<file path="src/rtl/mem_arb_pkg.sv">
// Shared types and constants for the two-port RAM arbiter.
// The build macro MEM_ARB_RR_EN selects round-robin idle arbitration (see mem_arb_grant).
package mem_arb_pkg;

    typedef enum logic {
        IDLE   = 1'b0,
        LOCKED = 1'b1
    } arb_state_t;

    localparam int PORT_LSU = 0;
    localparam int PORT_IF  = 1;

    // One-hot grant vector, bit index = port number.
    typedef logic [1:0] grant_t;

endpackage

</file>
<file path="src/rtl/mem_port_arbiter_if.sv">
// Requester-side bus of the arbiter: LSU (port 0, read/write, lockable)
// and IF (port 1, read-only). master = requesters, slave = arbiter.
interface mem_port_arbiter_if #(
    parameter int WIDTH = 32,
    parameter int AW    = 10
);
    logic             p0_valid;
    logic             p0_ready;
    logic             p0_we;
    logic             p0_lock;
    logic [AW-1:0]    p0_addr;
    logic [WIDTH-1:0] p0_wdata;
    logic             p0_rvalid;
    logic [WIDTH-1:0] p0_rdata;

    logic             p1_valid;
    logic             p1_ready;
    logic [AW-1:0]    p1_addr;
    logic             p1_rvalid;
    logic [WIDTH-1:0] p1_rdata;

    modport master (
        output p0_valid, p0_we, p0_lock, p0_addr, p0_wdata,
        input  p0_ready, p0_rvalid, p0_rdata,
        output p1_valid, p1_addr,
        input  p1_ready, p1_rvalid, p1_rdata
    );

    modport slave (
        input  p0_valid, p0_we, p0_lock, p0_addr, p0_wdata,
        output p0_ready, p0_rvalid, p0_rdata,
        input  p1_valid, p1_addr,
        output p1_ready, p1_rvalid, p1_rdata
    );

endinterface

</file>
<file path="src/rtl/mem_arb_grant.sv">
// Combinational grant select plus the arbitration history registers.
// Default: fixed priority to the LSU with an IF starvation counter.
// MEM_ARB_RR_EN defined: round-robin between the two ports when idle.
// While LOCKED only the LSU may be granted in both modes.
module mem_arb_grant
    import mem_arb_pkg::*;
#(
    parameter int MAX_WAIT = 4
) (
    input  logic       clock,
    input  logic       reset_n,
    input  arb_state_t state,
    input  logic       p0_valid,
    input  logic       p1_valid,
    output grant_t     grant
);

    grant_t grant_raw;

`ifdef MEM_ARB_RR_EN

    // Port granted most recently; IF is treated as last after reset.
    logic rr_last;

    // Round-robin select: on conflict the port that did not go last wins.
    always_comb begin
        grant_raw = '0;
        if (state == LOCKED) begin
            grant_raw[PORT_LSU] = p0_valid;
        end else if (p0_valid && p1_valid) begin
            if (rr_last) grant_raw[PORT_LSU] = 1'b1;
            else         grant_raw[PORT_IF]  = 1'b1;
        end else begin
            grant_raw[PORT_LSU] = p0_valid;
            grant_raw[PORT_IF]  = p1_valid;
        end
    end

    // Remember which port was accepted last.
    always_ff @(posedge clock or negedge reset_n) begin
        if (!reset_n) begin
            rr_last <= 1'b1;
        end else if (grant[PORT_LSU]) begin
            rr_last <= 1'b0;
        end else if (grant[PORT_IF]) begin
            rr_last <= 1'b1;
        end
    end

`else

    localparam int WW = $clog2(MAX_WAIT + 1);
    localparam logic [WW-1:0] WAIT_MAX = WW'(MAX_WAIT);

    logic [WW-1:0] wait_cnt;

    // Fixed priority to the LSU unless the IF has waited MAX_WAIT cycles.
    always_comb begin
        grant_raw = '0;
        if (state == LOCKED) begin
            grant_raw[PORT_LSU] = p0_valid;
        end else if (p1_valid && (wait_cnt == WAIT_MAX || !p0_valid)) begin
            grant_raw[PORT_IF] = 1'b1;
        end else begin
            grant_raw[PORT_LSU] = p0_valid;
        end
    end

    // Count IF stall cycles in IDLE; frozen while the LSU holds the lock.
    always_ff @(posedge clock or negedge reset_n) begin
        if (!reset_n) begin
            wait_cnt <= '0;
        end else if (state == IDLE) begin
            if (grant[PORT_IF] || !p1_valid) begin
                wait_cnt <= '0;
            end else if (wait_cnt != WAIT_MAX) begin
                wait_cnt <= wait_cnt + 1'b1;
            end
        end
    end

`endif

    // No access may be granted while reset is held.
    assign grant = reset_n ? grant_raw : '0;

endmodule

</file>
<file path="src/rtl/mem_port_arbiter.sv">
// Shares one single-port RAM (comb read, posedge write) between the LSU
// (port 0) and instruction fetch (port 1). One access per cycle, registered
// one-cycle response, optional LSU bus lock for read-modify-write.
// Build macro: MEM_ARB_RR_EN selects round-robin idle arbitration.
module mem_port_arbiter
    import mem_arb_pkg::*;
#(
    parameter int WIDTH    = 32,
    parameter int DEPTH    = 1024,
    parameter int MAX_WAIT = 4,
    parameter int AW       = $clog2(DEPTH)
) (
    input  logic                 clock,
    input  logic                 reset_n,
    mem_port_arbiter_if.slave    bus,
    output logic                 ram_write_en,
    output logic [AW-1:0]        ram_addr,
    output logic [WIDTH-1:0]     ram_data_i,
    input  logic [WIDTH-1:0]     ram_data_o
);

    arb_state_t state;
    grant_t     grant;

    mem_arb_grant #(
        .MAX_WAIT (MAX_WAIT)
    ) u_grant (
        .clock    (clock),
        .reset_n  (reset_n),
        .state    (state),
        .p0_valid (bus.p0_valid),
        .p1_valid (bus.p1_valid),
        .grant    (grant)
    );

    assign bus.p0_ready = grant[PORT_LSU];
    assign bus.p1_ready = grant[PORT_IF];

    // RAM mux: LSU fields by default, IF address when IF is granted.
    always_comb begin
        ram_addr     = bus.p0_addr;
        ram_data_i   = bus.p0_wdata;
        ram_write_en = grant[PORT_LSU] && bus.p0_we;
        if (grant[PORT_IF]) begin
            ram_addr = bus.p1_addr;
        end
    end

    // Lock FSM: each LSU accept decides whether the lock is held for the next one.
    always_ff @(posedge clock or negedge reset_n) begin
        if (!reset_n) begin
            state <= IDLE;
        end else if (grant[PORT_LSU]) begin
            state <= bus.p0_lock ? LOCKED : IDLE;
        end
    end

    // Response registers: rvalid pulses after every accept, rdata only on reads.
    always_ff @(posedge clock or negedge reset_n) begin
        if (!reset_n) begin
            bus.p0_rvalid <= 1'b0;
            bus.p0_rdata  <= '0;
            bus.p1_rvalid <= 1'b0;
            bus.p1_rdata  <= '0;
        end else begin
            bus.p0_rvalid <= grant[PORT_LSU];
            bus.p1_rvalid <= grant[PORT_IF];
            if (grant[PORT_LSU] && !bus.p0_we) begin
                bus.p0_rdata <= ram_data_o;
            end
            if (grant[PORT_IF]) begin
                bus.p1_rdata <= ram_data_o;
            end
        end
    end

endmodule

</file>
<file path="src/flat_wrapper.sv">
// flat-port wrapper written by rule: the top's interface ports become plain ports
module mem_port_arbiter_flat import mem_arb_pkg::*;
#(
    parameter int WIDTH    = 32,
    parameter int DEPTH    = 1024,
    parameter int MAX_WAIT = 4,
    parameter int AW       = $clog2(DEPTH)
)
  (clock, reset_n, ram_write_en, ram_addr, ram_data_i, ram_data_o, bus_p0_valid, bus_p0_we, bus_p0_lock, bus_p0_addr, bus_p0_wdata, bus_p0_ready, bus_p0_rvalid, bus_p0_rdata, bus_p1_valid, bus_p1_addr, bus_p1_ready, bus_p1_rvalid, bus_p1_rdata);
  mem_port_arbiter_if #(.WIDTH(WIDTH), .AW(AW)) bus_i ();
  input  logic clock;
  input  logic reset_n;
  output logic ram_write_en;
  output logic [AW-1:0] ram_addr;
  output logic [WIDTH-1:0] ram_data_i;
  input  logic [WIDTH-1:0] ram_data_o;
  input wire logic [$bits(bus_i.p0_valid)-1:0] bus_p0_valid;
  input wire logic [$bits(bus_i.p0_we)-1:0] bus_p0_we;
  input wire logic [$bits(bus_i.p0_lock)-1:0] bus_p0_lock;
  input wire logic [$bits(bus_i.p0_addr)-1:0] bus_p0_addr;
  input wire logic [$bits(bus_i.p0_wdata)-1:0] bus_p0_wdata;
  output wire logic [$bits(bus_i.p0_ready)-1:0] bus_p0_ready;
  output wire logic [$bits(bus_i.p0_rvalid)-1:0] bus_p0_rvalid;
  output wire logic [$bits(bus_i.p0_rdata)-1:0] bus_p0_rdata;
  input wire logic [$bits(bus_i.p1_valid)-1:0] bus_p1_valid;
  input wire logic [$bits(bus_i.p1_addr)-1:0] bus_p1_addr;
  output wire logic [$bits(bus_i.p1_ready)-1:0] bus_p1_ready;
  output wire logic [$bits(bus_i.p1_rvalid)-1:0] bus_p1_rvalid;
  output wire logic [$bits(bus_i.p1_rdata)-1:0] bus_p1_rdata;
  assign bus_i.p0_valid = bus_p0_valid;
  assign bus_i.p0_we = bus_p0_we;
  assign bus_i.p0_lock = bus_p0_lock;
  assign bus_i.p0_addr = bus_p0_addr;
  assign bus_i.p0_wdata = bus_p0_wdata;
  assign bus_p0_ready = bus_i.p0_ready;
  assign bus_p0_rvalid = bus_i.p0_rvalid;
  assign bus_p0_rdata = bus_i.p0_rdata;
  assign bus_i.p1_valid = bus_p1_valid;
  assign bus_i.p1_addr = bus_p1_addr;
  assign bus_p1_ready = bus_i.p1_ready;
  assign bus_p1_rvalid = bus_i.p1_rvalid;
  assign bus_p1_rdata = bus_i.p1_rdata;
  mem_port_arbiter #(.WIDTH(WIDTH), .DEPTH(DEPTH), .MAX_WAIT(MAX_WAIT), .AW(AW)) u_core (.clock(clock), .reset_n(reset_n), .bus(bus_i), .ram_write_en(ram_write_en), .ram_addr(ram_addr), .ram_data_i(ram_data_i), .ram_data_o(ram_data_o));
endmodule
</file>
<file path="config.mk">
export PLATFORM = sky130hd
export DESIGN_NAME = mem_port_arbiter_flat
export DESIGN_NICKNAME = d
export VERILOG_FILES = /design/src/rtl/mem_arb_pkg.sv /design/src/rtl/mem_port_arbiter_if.sv /design/src/rtl/mem_arb_grant.sv /design/src/rtl/mem_port_arbiter.sv /design/src/flat_wrapper.sv
export SDC_FILE = /design/constraint.sdc
export NUM_CORES = 1
export LEC_CHECK = 0
export CAP_MARGIN = 20
export CORE_ASPECT_RATIO = 0.6
export CORE_UTILIZATION = 29
export CTS_CLUSTER_DIAMETER = 40
export CTS_CLUSTER_SIZE = 12
export DETAILED_ROUTE_END_ITERATION = 8
export PLACE_DENSITY = 0.69
export SYNTH_ARGS = -nofsm -noshare
export SYNTH_HDL_FRONTEND = slang
export SYNTH_SLANG_ARGS = --single-unit
</file>
<file path="constraint.sdc">
create_clock -name clock -period 2.1 [get_ports clock]
set_input_delay 0.525 -clock clock [delete_from_list [all_inputs] [get_ports clock]]
set_output_delay 0.525 -clock clock [all_outputs]
set_load 0.02 [all_outputs]
</file>
Word level (Yosys, flattened, before mapping). Index checks and enable logic that the tools add are counted.

Bitwise operators: 1. Muxes and demuxes: 9. $add $sub $neg: 1. Shifts and indexed selects: 0. Divide/modulo/power cells: 0. Reduce and logical (&&, ||, !) cells: 10. Order comparisons: 0. Multipliers: 0. Equality and inequality tests: 2.

Operators by type and width (number): two-way mux 10 bit (1); two-way mux 3 bit (2); two-way mux 1 bit (5); adder 3 x 1 -> 3 bit (second input constant) (1); == test 3 bit (second input constant) (1); logical AND 1 bit (3); logical NOT 1 bit (3); inequality test 3 bit (second input constant) (1); logical OR 1 bit (2); two-way mux 2 bit (1); AND reduction 2 bit (1); nonzero test 2 bit (1); inverter 1 bit (1).

Memories kept: 0. Latch bits: 0. Word-level logic and storage cells: 29. Register bits: 70. Memory bits (read-only): 0. Output and inout port bits: 111. RAM bits: 0.

Longest topological paths before layout. Gate-level depths: netlist of the first run.

Depth in word-level cells: 9. Mapped depth: 6. Depth with buffers taken out: 5.

Modules after synthesis. Synthesis of the first run repeated with hierarchy kept, for this count alone.

Cell total of the unflattened synthesis: 211. Area, all modules: 3211.8 sq um.

By module, submodules not included: mem_port_arbiter (cells each 185, seq. area each 1676.6 sq um, times used 1, area an instance 2991.6 sq um); mem_arb_grant (cells each 26, seq. area each 75.1 sq um, times used 1, area an instance 220.2 sq um).

Least setup slack after synthesis of the first run. Ideal clock, no wire load.

Path kind: flip-flop to output port. Start: register u_core.u_grant.wait_cnt[0]. End: output ram_addr[0]. Stages on the path, launching flop included: 7. Arrival: 1.724 ns. Setup slack: -0.149 ns. Buffers on the path: 1. Data required time: 1.575 ns. Cell sequence: dfrtp_1 -> inv_1 -> ha_1 -> nand2_1 -> a21oi_4 -> buf_6 -> mux2_2.

Cells in the longest elaborated chain, start to end: 7.

RTL lines: start: declaration (RTL line mem_arb_grant.sv:55) `logic [WW-1:0] wait_cnt;`; start signal: assignment (RTL line mem_arb_grant.sv:77) `wait_cnt <= wait_cnt + 1'b1;`; == test 3 bit (RTL line mem_arb_grant.sv:62) `end else if (p1_valid && (wait_cnt == WAIT_MAX || !p0_valid)) begin`; logical OR 1 bit (RTL line mem_arb_grant.sv:62); logical AND 1 bit (RTL line mem_arb_grant.sv:62); two-way mux 1 bit (RTL line mem_arb_grant.sv:62); two-way mux 1 bit (RTL line mem_arb_grant.sv:60) `if (state == LOCKED) begin`; two-way mux 2 bit (RTL line mem_arb_grant.sv:85) `assign grant = reset_n ? grant_raw : '0;`; via bus_p1_ready (RTL line flat_wrapper.sv:27) `output wire logic [$bits(bus_i.p1_ready)-1:0] bus_p1_ready;`; two-way mux 10 bit (RTL line mem_port_arbiter.sv:44) `if (grant[PORT_IF]) begin`; end: declaration (RTL line flat_wrapper.sv:14) `output logic [AW-1:0] ram_addr;`.

The timed path passes the listed nets, and every way through them passes these cells.

Final worst setup path of the first run.
Start: register u_core.u_grant.wait_cnt[0]. End: output ram_addr[5].

Cells in the longest elaborated chain, start to end: 7.

RTL lines (RTL line): == test 3 bit (mem_arb_grant.sv:62); logical OR 1 bit (mem_arb_grant.sv:62); logical AND 1 bit (mem_arb_grant.sv:62); two-way mux 1 bit (mem_arb_grant.sv:62); two-way mux 1 bit (mem_arb_grant.sv:60); two-way mux 2 bit (mem_arb_grant.sv:85); two-way mux 10 bit (mem_port_arbiter.sv:44).

Every way passes these cells.

==> results.json, run 1 <==
{
  "status": "complete, but fails checks",
  "violations": "setup timing",
  "avgSynthCellArea_um2": 14.83,
  "slew_viol_final": 0,
  "synth_fa_ha_area_share_pct": 0.8074,
  "synth_top_area_cell": "dfrtp_1",
  "clock_latency_ns": 0.33,
  "vias": 2105,
  "antenna_left": 0,
  "power_mw": 5.252,
  "cp_data_arrival_time_ns": 1.85,
  "skew_ns": 0.003063,
  "ys_seq_elements": 70,
  "htreeDepth": 3,
  "cts_sinks": 70,
  "antenna_found_initial": 1,
  "rsz0062_at_grt": "yes",
  "io_pins": 201,
  "hpwl_um": 5144,
  "power_leakage_nw": 2.068,
  "path_clk_slew_ns": 0.05,
  "globalRouteMet1Util_pct": 17.47,
  "vias_per_cell": 4.367,
  "grt.busiest_layer": "met2",
  "fin_area_mm2": 0.004951,
  "slew_headroom_pct": 39.02,
  "cts_tree": "yes",
  "p_per_area_mw_per_mm2": 1061,
  "dpl_cell_area_mm2": 0.004548,
  "cts_max_path_buffers": 2,
  "numCtsBuffers": 9,
  "final.setup.worst_slack_ns": -0.2765,
  "cts_root_buf": "clkbuf_16",
  "cp-end-kind": "output pin",
  "worstSetupStartpointType": "flop",
  "place.gp.congestion": 0.7369,
  "met3_usage_pct": 7.716,
  "grt_pass1_wl_um": 11470,
  "synthToLayoutAreaGrowth_pct": 59.75,
  "synthSimpleGateAreaFrac_pct": 2.463,
  "drive_gt1_share_pct": 38.15,
  "fin_crit_ns": 2.376,
  "synth_top_area_share_pct": 56.52,
  "grt_max_degree": 73,
  "synth_compound_area_share_pct": 2.422,
  "hold_buffers": 0,
  "initial_core_util_pct": 30.61,
  "regArea_mm2": 0.001752,
  "postSynthNetCount": 301,
  "core_mm2": 0.01012,
  "final_nets": 434,
  "rows": 28,
  "setup_violations": 11,
  "tightestPinTransition_ns": 0.9147,
  "grt_pass1_vias": 2159,
  "post-route-period-util_pct": 113.2,
  "synth.top_cells.by_area": "dfrtp_1 (57%), mux2_2 (25%), buf_4 (7.8%), buf_6 (2.5%), mux2_1 (1.8%)",
  "routed_wirelength_um": 7270,
  "hp-class": "flop to flop",
  "critical_path_class": "flop to output pin",
  "vdd_drop_max_mv": 0.4404,
  "dieHeight_um": 82.08,
  "synth_mux_area_share_pct": 27.25,
  "overflow": 0,
  "die_area_mm2": 0.01112,
  "met2_usage_pct": 20.51,
  "ys_types": 21,
  "drt_iter0_drc": 62,
  "clock.fmax_mhz": 420.8,
  "grt_usage_pct": 14.08,
  "drc_errors": 0,
  "synth_warnings": 0,
  "netlist_instances": 209,
  "synthXorXnorAreaFrac_pct": 0,
  "seq_area_frac_synth_pct": 56.52,
  "multiInputGateArea_mm2": 0.001096,
  "synth_top_family_by_area": "multiplexers",
  "wl_per_cell_um": 15.08,
  "synth_area_mm2": 0.003099,
  "firstDrtPassIters": 4,
  "drv_cap": 0,
  "hold_viol_final": 0,
  "critPathRequiredTime_ns": 1.57,
  "path_max_fanout": 5,
  "nFillCells": 864,
  "dieWidth_um": 135.5,
  "port_buffers": 136
}
[worst max-delay path, stage by stage (launching register included)]
cell     delay (ns)
dfrtp_1        0.39
inv_2          0.07
ha_4           0.15
nand2_4        0.06
a21oi_4        0.18
buf_12         0.14
buf_12         0.11
mux2_4         0.30
buf_6          0.13
[where the power goes]
group	switching, mW	internal (mW)	leakage [nW]
Sequential	0.180	1.70	0.837
Clock	0.534	0.940	0.141
Combinational	0.849	1.05	1.09
[cell type report]
cell class	instances	area share [%]
flip-flops and latches	70	35.38
repair buffers	161	33.00
multi-input cells	98	22.14
clock buffers	11	4.903
well taps	135	3.412
clock inverters	4	0.9603
inverters	2	0.1516
diodes	1	0.05054
[sequential cells by signal, summed over array words and instances, names as in the netlist]
signal and cells:
u_core.bus.p0_rdata 32, u_core.state 1, u_core.u_grant.wait_cnt 3, u_core.bus.p0_rvalid 1, u_core.bus.p1_rvalid 1, u_core.bus.p1_rdata 32
[per-stage QoR]
stage	instances	utilization [%]	setup WS (ns)	hold WS [ns]	TNS, ns
after floorplan	209	-	0.02507	0.2294	0
final	482	48.90	-0.2765	0.4858	-2.565
after CTS	480	48.76	-0.2907	0.4877	-2.914
after global placement	461	44.92	-0.7935	0.4668	-25.97
after global routing	481	48.88	-0.3373	0.4967	-3.248
after detailed placement	461	44.92	-0.7781	0.4753	-25.59
[cell families (layout without fill, tap and decap cells)]
family	count (synthesis)	in the layout
flops	70	70
other cells	0	1
fa+ha+maj	2	2
simple gates	13	13
compound gates	8	8
buf+inv	41	178
mux	75	75
[cell usage after synthesis]
cell	n
o22ai_1	1
a311oi_4	1
nand2_1	3
dfrtp_1	70
nand3_1	2
nor2b_1	1
and2_1	1
ha_1	2
nand3b_1	1
nor3_1	2
inv_1	2
a21oi_4	1
o21ai_0	4
nand2b_1	1
a31oi_1	1
nor2b_2	1
buf_4	32
and4b_1	1
buf_6	7
mux2_2	70
mux2_1	5
[timing repair]
item	4_1_cts	5_1_grt
resized for setup	87	6
setup endpoints to repair	41	13
cloned	1	0
pin swaps	4	4
buffers inserted	3	3
[layer usage]
layer  part of all wire, %  up-vias
met5                     0        -
met4                   1.1        0
met3                    11        9
met2                    41      118
met1                    47     1014
li1                      -      964
[final timing paths]
kind,end,slack (ns),start,depth (start not counted)
setup / recovery,ram_addr[5],-0.28,u_core.u_grant.wait_cnt[0]$_DFFE_PN0P_,8
hold / removal,u_core.bus.p0_rdata[6]$_DFFE_PN0P_,0.49,u_core.bus.p0_rdata[6]$_DFFE_PN0P_,1
setup reg to reg,u_core.bus.p1_rdata[22]$_DFFE_PN0P_,0.27,u_core.u_grant.wait_cnt[0]$_DFFE_PN0P_,8
hold reg to reg,u_core.bus.p0_rdata[6]$_DFFE_PN0P_,0.49,u_core.bus.p0_rdata[6]$_DFFE_PN0P_,1
max in group asynchronous,u_core.bus.p0_rdata[27]$_DFFE_PN0P_,0.95,reset_n,3
min in group asynchronous,u_core.bus.p0_rvalid$_DFF_PN0_,0.54,reset_n,3
[cells in the final DEF (no fill, tap or decap), types with 2 or more instances in the layout]
| cell | n |
|---|---|
| mux2_4 | 10 |
| o21ai_0 | 4 |
| mux2_1 | 5 |
| buf_12 | 5 |
| nand2_1 | 2 |
| mux2_2 | 60 |
| buf_6 | 14 |
| clkdlybuf4s50_1 | 120 |
| buf_4 | 19 |
| clkbuf_16 | 9 |
| nor3_1 | 2 |
| nand3_1 | 2 |
| dfrtp_1 | 70 |
| clkinv_2 | 2 |
| dlygate4sd2_1 | 2 |
| inv_2 | 2 |
Note: power is estimated with default switching activity, not from simulation.
==> run 2, diff against run 1 <==
- GPL_TIMING_DRIVEN: unset -> 0
==> run 2 against run 1 <==
Critical endpoint is now ram_addr[4]. Largest power group unchanged. The flow still finishes with violations (setup timing). Maximum frequency is 1.4% higher. Clock skew is 0.0018 ns higher. Sequential power hardly changed. Sequential cell count stayed put.
==> results.json, run 2 (synthesized netlist as in run 1, its figures left out) <==
{
  "hold_viol_final": 0,
  "path_max_fanout": 6,
  "firstDrtPassIters": 3,
  "cts_root_buf": "clkbuf_16",
  "antenna_cells": 0,
  "p_per_area_mw_per_mm2": 996.3,
  "dieHeight_um": 82.08,
  "routed_wirelength_um": 8054,
  "grt_usage_pct": 14.88,
  "grt_pass1_wl_um": 12340,
  "rows": 28,
  "final_cells": 547,
  "drive_gt1_share_pct": 40.05,
  "tightestPinTransition_ns": 0.4526,
  "grt_pass1_vias": 2381,
  "critPathTopFamily": "buffers and inverters",
  "final_common_cell": "clkdlybuf4s50_1",
  "initial_core_util_pct": 30.61,
  "cp-end-kind": "output pin",
  "dpl_cell_area_mm2": 0.005031,
  "critPathRequiredTime_ns": 1.57,
  "cts_max_path_buffers": 2,
  "crit_chain": "inv_2 -> ha_4 -> nand2_4 -> a21oi_4 -> buf_6 -> buf_12 -> mux2_4 -> buf_6",
  "rsz0062_at_grt": "yes",
  "power_leakage_nw": 2.371,
  "port_buffers": 168,
  "wl_per_cell_um": 14.72,
  "most-common-layout-cells": "clkdlybuf4s50_1 (152), dfrtp_1 (69), mux2_2 (60)",
  "dp_cells": 513,
  "htreeDepth": 3,
  "clock_latency_ns": 0.32,
  "numCtsBuffers": 9,
  "violations": "setup timing",
  "final_core_util_pct": 54.66,
  "grt_max_degree": 47,
  "dieWidth_um": 135.5,
  "io_pins": 201,
  "drc_errors": 0,
  "path_depth": 8,
  "setup_violations": 12,
  "critical_path_class": "flop to output pin",
  "fin_area_mm2": 0.005534,
  "hp-class": "input port to asynchronous set/reset pin",
  "worstSetupStartpointType": "flop",
  "skew_ns": 0.004861,
  "cts_sinks": 70,
  "worst-path-buf-inv": 4,
  "top_regs": "u_core.bus.p0_rdata (32), u_core.bus.p1_rdata (32), u_core.u_grant.wait_cnt (3)",
  "synthToLayoutAreaGrowth_pct": 78.56,
  "final_nets": 499,
  "final.setup.worst_slack_ns": -0.2438,
  "critical-path-max-stage-delay_ns": 0.39,
  "overflow": 0,
  "die_area_mm2": 0.01112,
  "status": "complete, but fails checks",
  "vias_per_cell": 4.287,
  "vdd_drop_max_mv": 0.4628,
  "slew_headroom_pct": 69.82,
  "cts_tree": "yes",
  "post-route-period-util_pct": 111.6,
  "clock.fmax_mhz": 426.7,
  "path_clk_slew_ns": 0.05,
  "crit_top_cell": "buf_6",
  "vias": 2345,
  "cp_data_arrival_time_ns": 1.82,
  "core_mm2": 0.01012,
  "hold_buffers": 0,
  "antenna_found_initial": 0,
  "fin_crit_ns": 2.344,
  "place.gp.congestion": 0.6937,
  "hpwl_um": 6069,
  "antenna_left": 0,
  "drv_cap": 0,
  "drt_iter0_drc": 94,
  "crit_slowest_cell": "dfrtp_1",
  "slew_viol_final": 0,
  "r2r_cells": 11
}
[run 2: routing by layer]
layer | part of all wire [%] | track usage (%)
met5 | 0 | 0
met4 | 1.0 | 4.382
met3 | 9.2 | 6.543
met2 | 45 | 22.72
met1 | 45 | 19.02
[run 2: where the power goes]
part           internal [mW]  switching [mW]  leakage [nW]
Combinational           1.13           0.906          1.38
Clock                   1.07           0.526         0.157
Sequential              1.70           0.183         0.836
Total                   3.90            1.61          2.37
[run 2: path summary, 6_finish.rpt]
path	from	to	slack [ns]
max	u_core.u_grant.wait_cnt[1]$_DFFE_PN0P_	ram_addr[4]	-0.24
min	reset_n	u_core.bus.p0_rdata[21]$_DFFE_PN0P_	0.04
max reg2reg	u_core.u_grant.wait_cnt[1]$_DFFE_PN0P_	u_core.bus.p1_rdata[26]$_DFFE_PN0P_	0.09
min reg2reg	u_core.bus.p1_rdata[19]$_DFFE_PN0P_	u_core.bus.p1_rdata[19]$_DFFE_PN0P_	0.48
max in group asynchronous	reset_n	u_core.u_grant.wait_cnt[2]$_DFFE_PN0P_	1.56
min in group clock	u_core.bus.p1_rdata[19]$_DFFE_PN0P_	u_core.bus.p1_rdata[19]$_DFFE_PN0P_	0.48
[run 2: stage by stage]
| stage | hold WS, ns | setup WS [ns] | power (mW) | TNS (ns) |
|---|---|---|---|---|
| after floorplan | 0.2294 | 0.02507 | 2.848 | 0 |
| after global placement | 0.4695 | -3.860 | 3.839 | -392.41 |
| after detailed placement | 0.4760 | -1.130 | 3.881 | -29.85 |
| after CTS | 0.06151 | -0.2753 | 5.579 | -2.517 |
| after global routing | 0.04348 | -0.3197 | 5.813 | -3.103 |
| final | 0.04406 | -0.2438 | 5.513 | -2.188 |
[run 2: repair_timing]
| item | CTS | global route |
|---|---|---|
| gates resized for setup | 79 | 10 |
| pin swaps | 2 | 2 |
| endpoints found under the hold margin | 0 | 0 |
| buffers inserted | 17 | 2 |
| setup endpoints to repair | 13 | 13 |
[run 2: cell type report]
| cell class | instances | area, um^2 |
|---|---|---|
| clock inverters | 4 | 70.07 |
| well taps | 135 | 168.9 |
| multi-input cells | 98 | 1090 |
| fillers | 843 | 4591 |
| plain buffers | 38 | 320.3 |
| inverters | 2 | 7.507 |
| flip-flops and latches | 70 | 1753 |
| clock buffers | 12 | 246.5 |
| repair buffers | 188 | 1878 |
[run 2: worst register-to-register path, cell delays in order (launching register included)]
cell     delay (ns)
dfrtp_1        0.39
inv_2          0.07
ha_4           0.14
nand2_4        0.05
a21oi_4        0.16
buf_6          0.13
buf_4          0.10
buf_4          0.11
buf_4          0.10
buf_4          0.13
buf_6          0.16
mux2_2         0.34
==> run 3, diff against run 2 <==
- CORE_UTILIZATION: 29 -> 33
- PLACE_DENSITY: 0.69 -> 0.77
==> run 3 against run 2 <==
The run still ends with setup timing left. Utilization up 7.7 points. Routed wire length up 2.1%. Count of clock-buffer cells in the layout is 1 lower. Setup slack worse by 0.0060 ns. Critical path type unchanged. Critical endpoint is now ram_addr[0]. Combinational power about the same. Global-route usage increased by 3.2 points. Final cell count decreased by 2.6%. Sequential cell count unchanged. Via count is 0.64% lower. Non-clock buffer count down 4. Clock skew barely moved. Register-to-register slack gained 0.04 ns.
==> results.json, run 3 (synthesized netlist as in run 1, its figures left out) <==
{
  "status": "complete, but fails checks",
  "violations": "setup timing",
  "p_per_area_mw_per_mm2": 968.8,
  "top_layer_used": "met4",
  "final_core_util_pct": 62.32,
  "worstReg2RegEnd": "u_core.bus.p1_rdata[20]$_DFFE_PN0P_",
  "initial_core_util_pct": 35.15,
  "cts_sinks": 70,
  "post-route-period-util_pct": 111.9,
  "overflow": 0,
  "power_mw": 5.323,
  "synthToLayoutAreaGrowth_pct": 77.27,
  "antenna_left": 0,
  "io_pins": 201,
  "cts_tree": "yes",
  "critPathRequiredTime_ns": 1.57,
  "crit_slowest_cell": "dfrtp_1",
  "r2r_start": "u_core.u_grant.wait_cnt[0]$_DFFE_PN0P_",
  "port_buffers": 168,
  "htreeDepth": 3,
  "dieWidth_um": 127.1,
  "antenna_found_initial": 0,
  "cp-end-kind": "output pin",
  "grt_pass1_vias": 2581,
  "critical-path-max-stage-delay_ns": 0.38,
  "clock.fmax_mhz": 425.6,
  "vias": 2330,
  "cts_root_buf": "clkbuf_16",
  "cts_max_path_buffers": 2,
  "crit_chain": "inv_2 -> ha_4 -> nand2_4 -> a21oi_4 -> buf_8 -> mux2_4 -> buf_6",
  "cp_data_arrival_time_ns": 1.82,
  "die_area_mm2": 0.009796,
  "routed_wirelength_um": 8224,
  "route.layer.met1.wl_um": 3507,
  "fin_crit_ns": 2.350,
  "final_common_cell": "clkdlybuf4s50_1",
  "numCtsBuffers": 9,
  "firstDrtPassIters": 4,
  "vias_per_cell": 4.371,
  "hold_viol_final": 0,
  "grt_pass1_wl_um": 13460,
  "power_leakage_nw": 2.350,
  "worstSetupStartpointType": "flop",
  "dieHeight_um": 77.07,
  "clock_latency_ns": 0.33,
  "skew_ns": 0.004392,
  "drt_iter0_drc": 56,
  "core_mm2": 0.008816,
  "drive_gt1_share_pct": 40.05,
  "drv_cap": 0,
  "nFillCells": 696,
  "drc_errors": 0,
  "tightestPinTransition_ns": 0.4808,
  "wl_per_cell_um": 15.43,
  "slew_viol_final": 0,
  "ff2ff_setup_slack_ns": 0.13,
  "path_max_fanout": 6,
  "wl_met3_um": 559,
  "critical_path_class": "flop to output pin",
  "hp-class": "input port to asynchronous set/reset pin",
  "vdd_drop_max_mv": 0.6034,
  "setup_violations": 11,
  "grt_max_degree": 38,
  "hold_buffers": 0,
  "top_regs": "u_core.bus.p0_rdata (32), u_core.bus.p1_rdata (32), u_core.u_grant.wait_cnt (3)",
  "rsz0062_at_grt": "yes",
  "most-common-layout-cells": "clkdlybuf4s50_1 (152), dfrtp_1 (69), mux2_2 (60)",
  "slew_headroom_pct": 67.95,
  "path_clk_slew_ns": 0.05,
  "final.setup.worst_slack_ns": -0.2499,
  "grt_usage_pct": 18.11,
  "r2r_cells": 9,
  "rows": 26,
  "wl_met2_um": 4098,
  "antenna_cells": 0,
  "final_nets": 495,
  "place.gp.congestion": 0.7873,
  "hpwl_um": 5872
}
run 3: layer usage:
metal | vias to the layer above | global-route usage (%)
met1 | 1149 | 22.57
met3 | 7 | 6.909
met5 | - | 0
li1 | 1091 | -
met2 | 83 | 29.45
met4 | 0 | 4.762
run 3: how the worst max path moves through the flow:
stage	start	endpoint	slack, ns	depth (start not counted)
after floorplan	u_core.u_grant.wait_cnt[0]$_DFFE_PN0P_	ram_addr[0]	0.03	6
after global placement	reset_n	ram_addr[6]	-3.83	6
after detailed placement	reset_n	ram_addr[6]	-1.53	6
after CTS	u_core.u_grant.wait_cnt[1]$_DFFE_PN0P_	ram_addr[0]	-0.32	7
after global routing	u_core.u_grant.wait_cnt[0]$_DFFE_PN0P_	ram_addr[6]	-0.34	7
final	u_core.u_grant.wait_cnt[0]$_DFFE_PN0P_	ram_addr[0]	-0.25	7
run 3: report_power, final:
part,leakage (nW),total [mW],switching (mW),internal [mW]
logic,1.38,2.05,0.915,1.14
registers,0.836,1.88,0.185,1.70
clock network,0.137,1.39,0.536,0.849
total,2.35,5.32,1.64,3.69
run 3: per-stage QoR:
stage / hold slack [ns] / cells / setup WS, ns / instance area (um^2) / setup TNS [ns]
6_report: 0.02672 / 533 / -0.2499 / 5494 / -2.443
3_3_place_gp: 0.4727 / 503 / -3.828 / 4995 / -382.42
5_1_grt: 0.02202 / 533 / -0.3388 / 5494 / -3.357
4_1_cts: 0.02367 / 531 / -0.3173 / 5460 / -3.045
3_5_place_dp: 0.4809 / 503 / -1.535 / 4992 / -60.69
2_1_floorplan: 0.2294 / 209 / 0.02507 / 3156 / 0
run 3: area by class of cell:
cell class                      count  area [um^2]  share of cell area (%)
Clock buffer                       11        252.7                   4.600
Tap cell                          126        157.7                   2.870
Clock inverter                      4        22.52                  0.4099
Multi-Input combinational cell     98         1101                   20.04
Timing Repair Buffer              185         1899                   34.57
Buffer                             37        300.3                   5.466
Inverter                            2        7.507                  0.1366
Sequential cell                    70         1753                   31.91
run 3: worst max-delay path: cells and delay by family (launching register included):
| family | cells | cell delay, ns |
|---|---|---|
| muxes | 1 | 0.31 |
| adders and majority gates | 1 | 0.14 |
| DFF | 1 | 0.38 |
| and+or+nand+nor | 1 | 0.05 |
| AOI/OAI and AO/OA | 1 | 0.24 |
| buffers and inverters | 3 | 0.37 |
run 3: repair_timing:
action,in CTS,in global routing
setup buffers,13,2
cloned,2,0
pin swaps,2,2
hold endpoints to repair,0,0
gates resized for setup,88,10
endpoints found under the setup margin,78,23
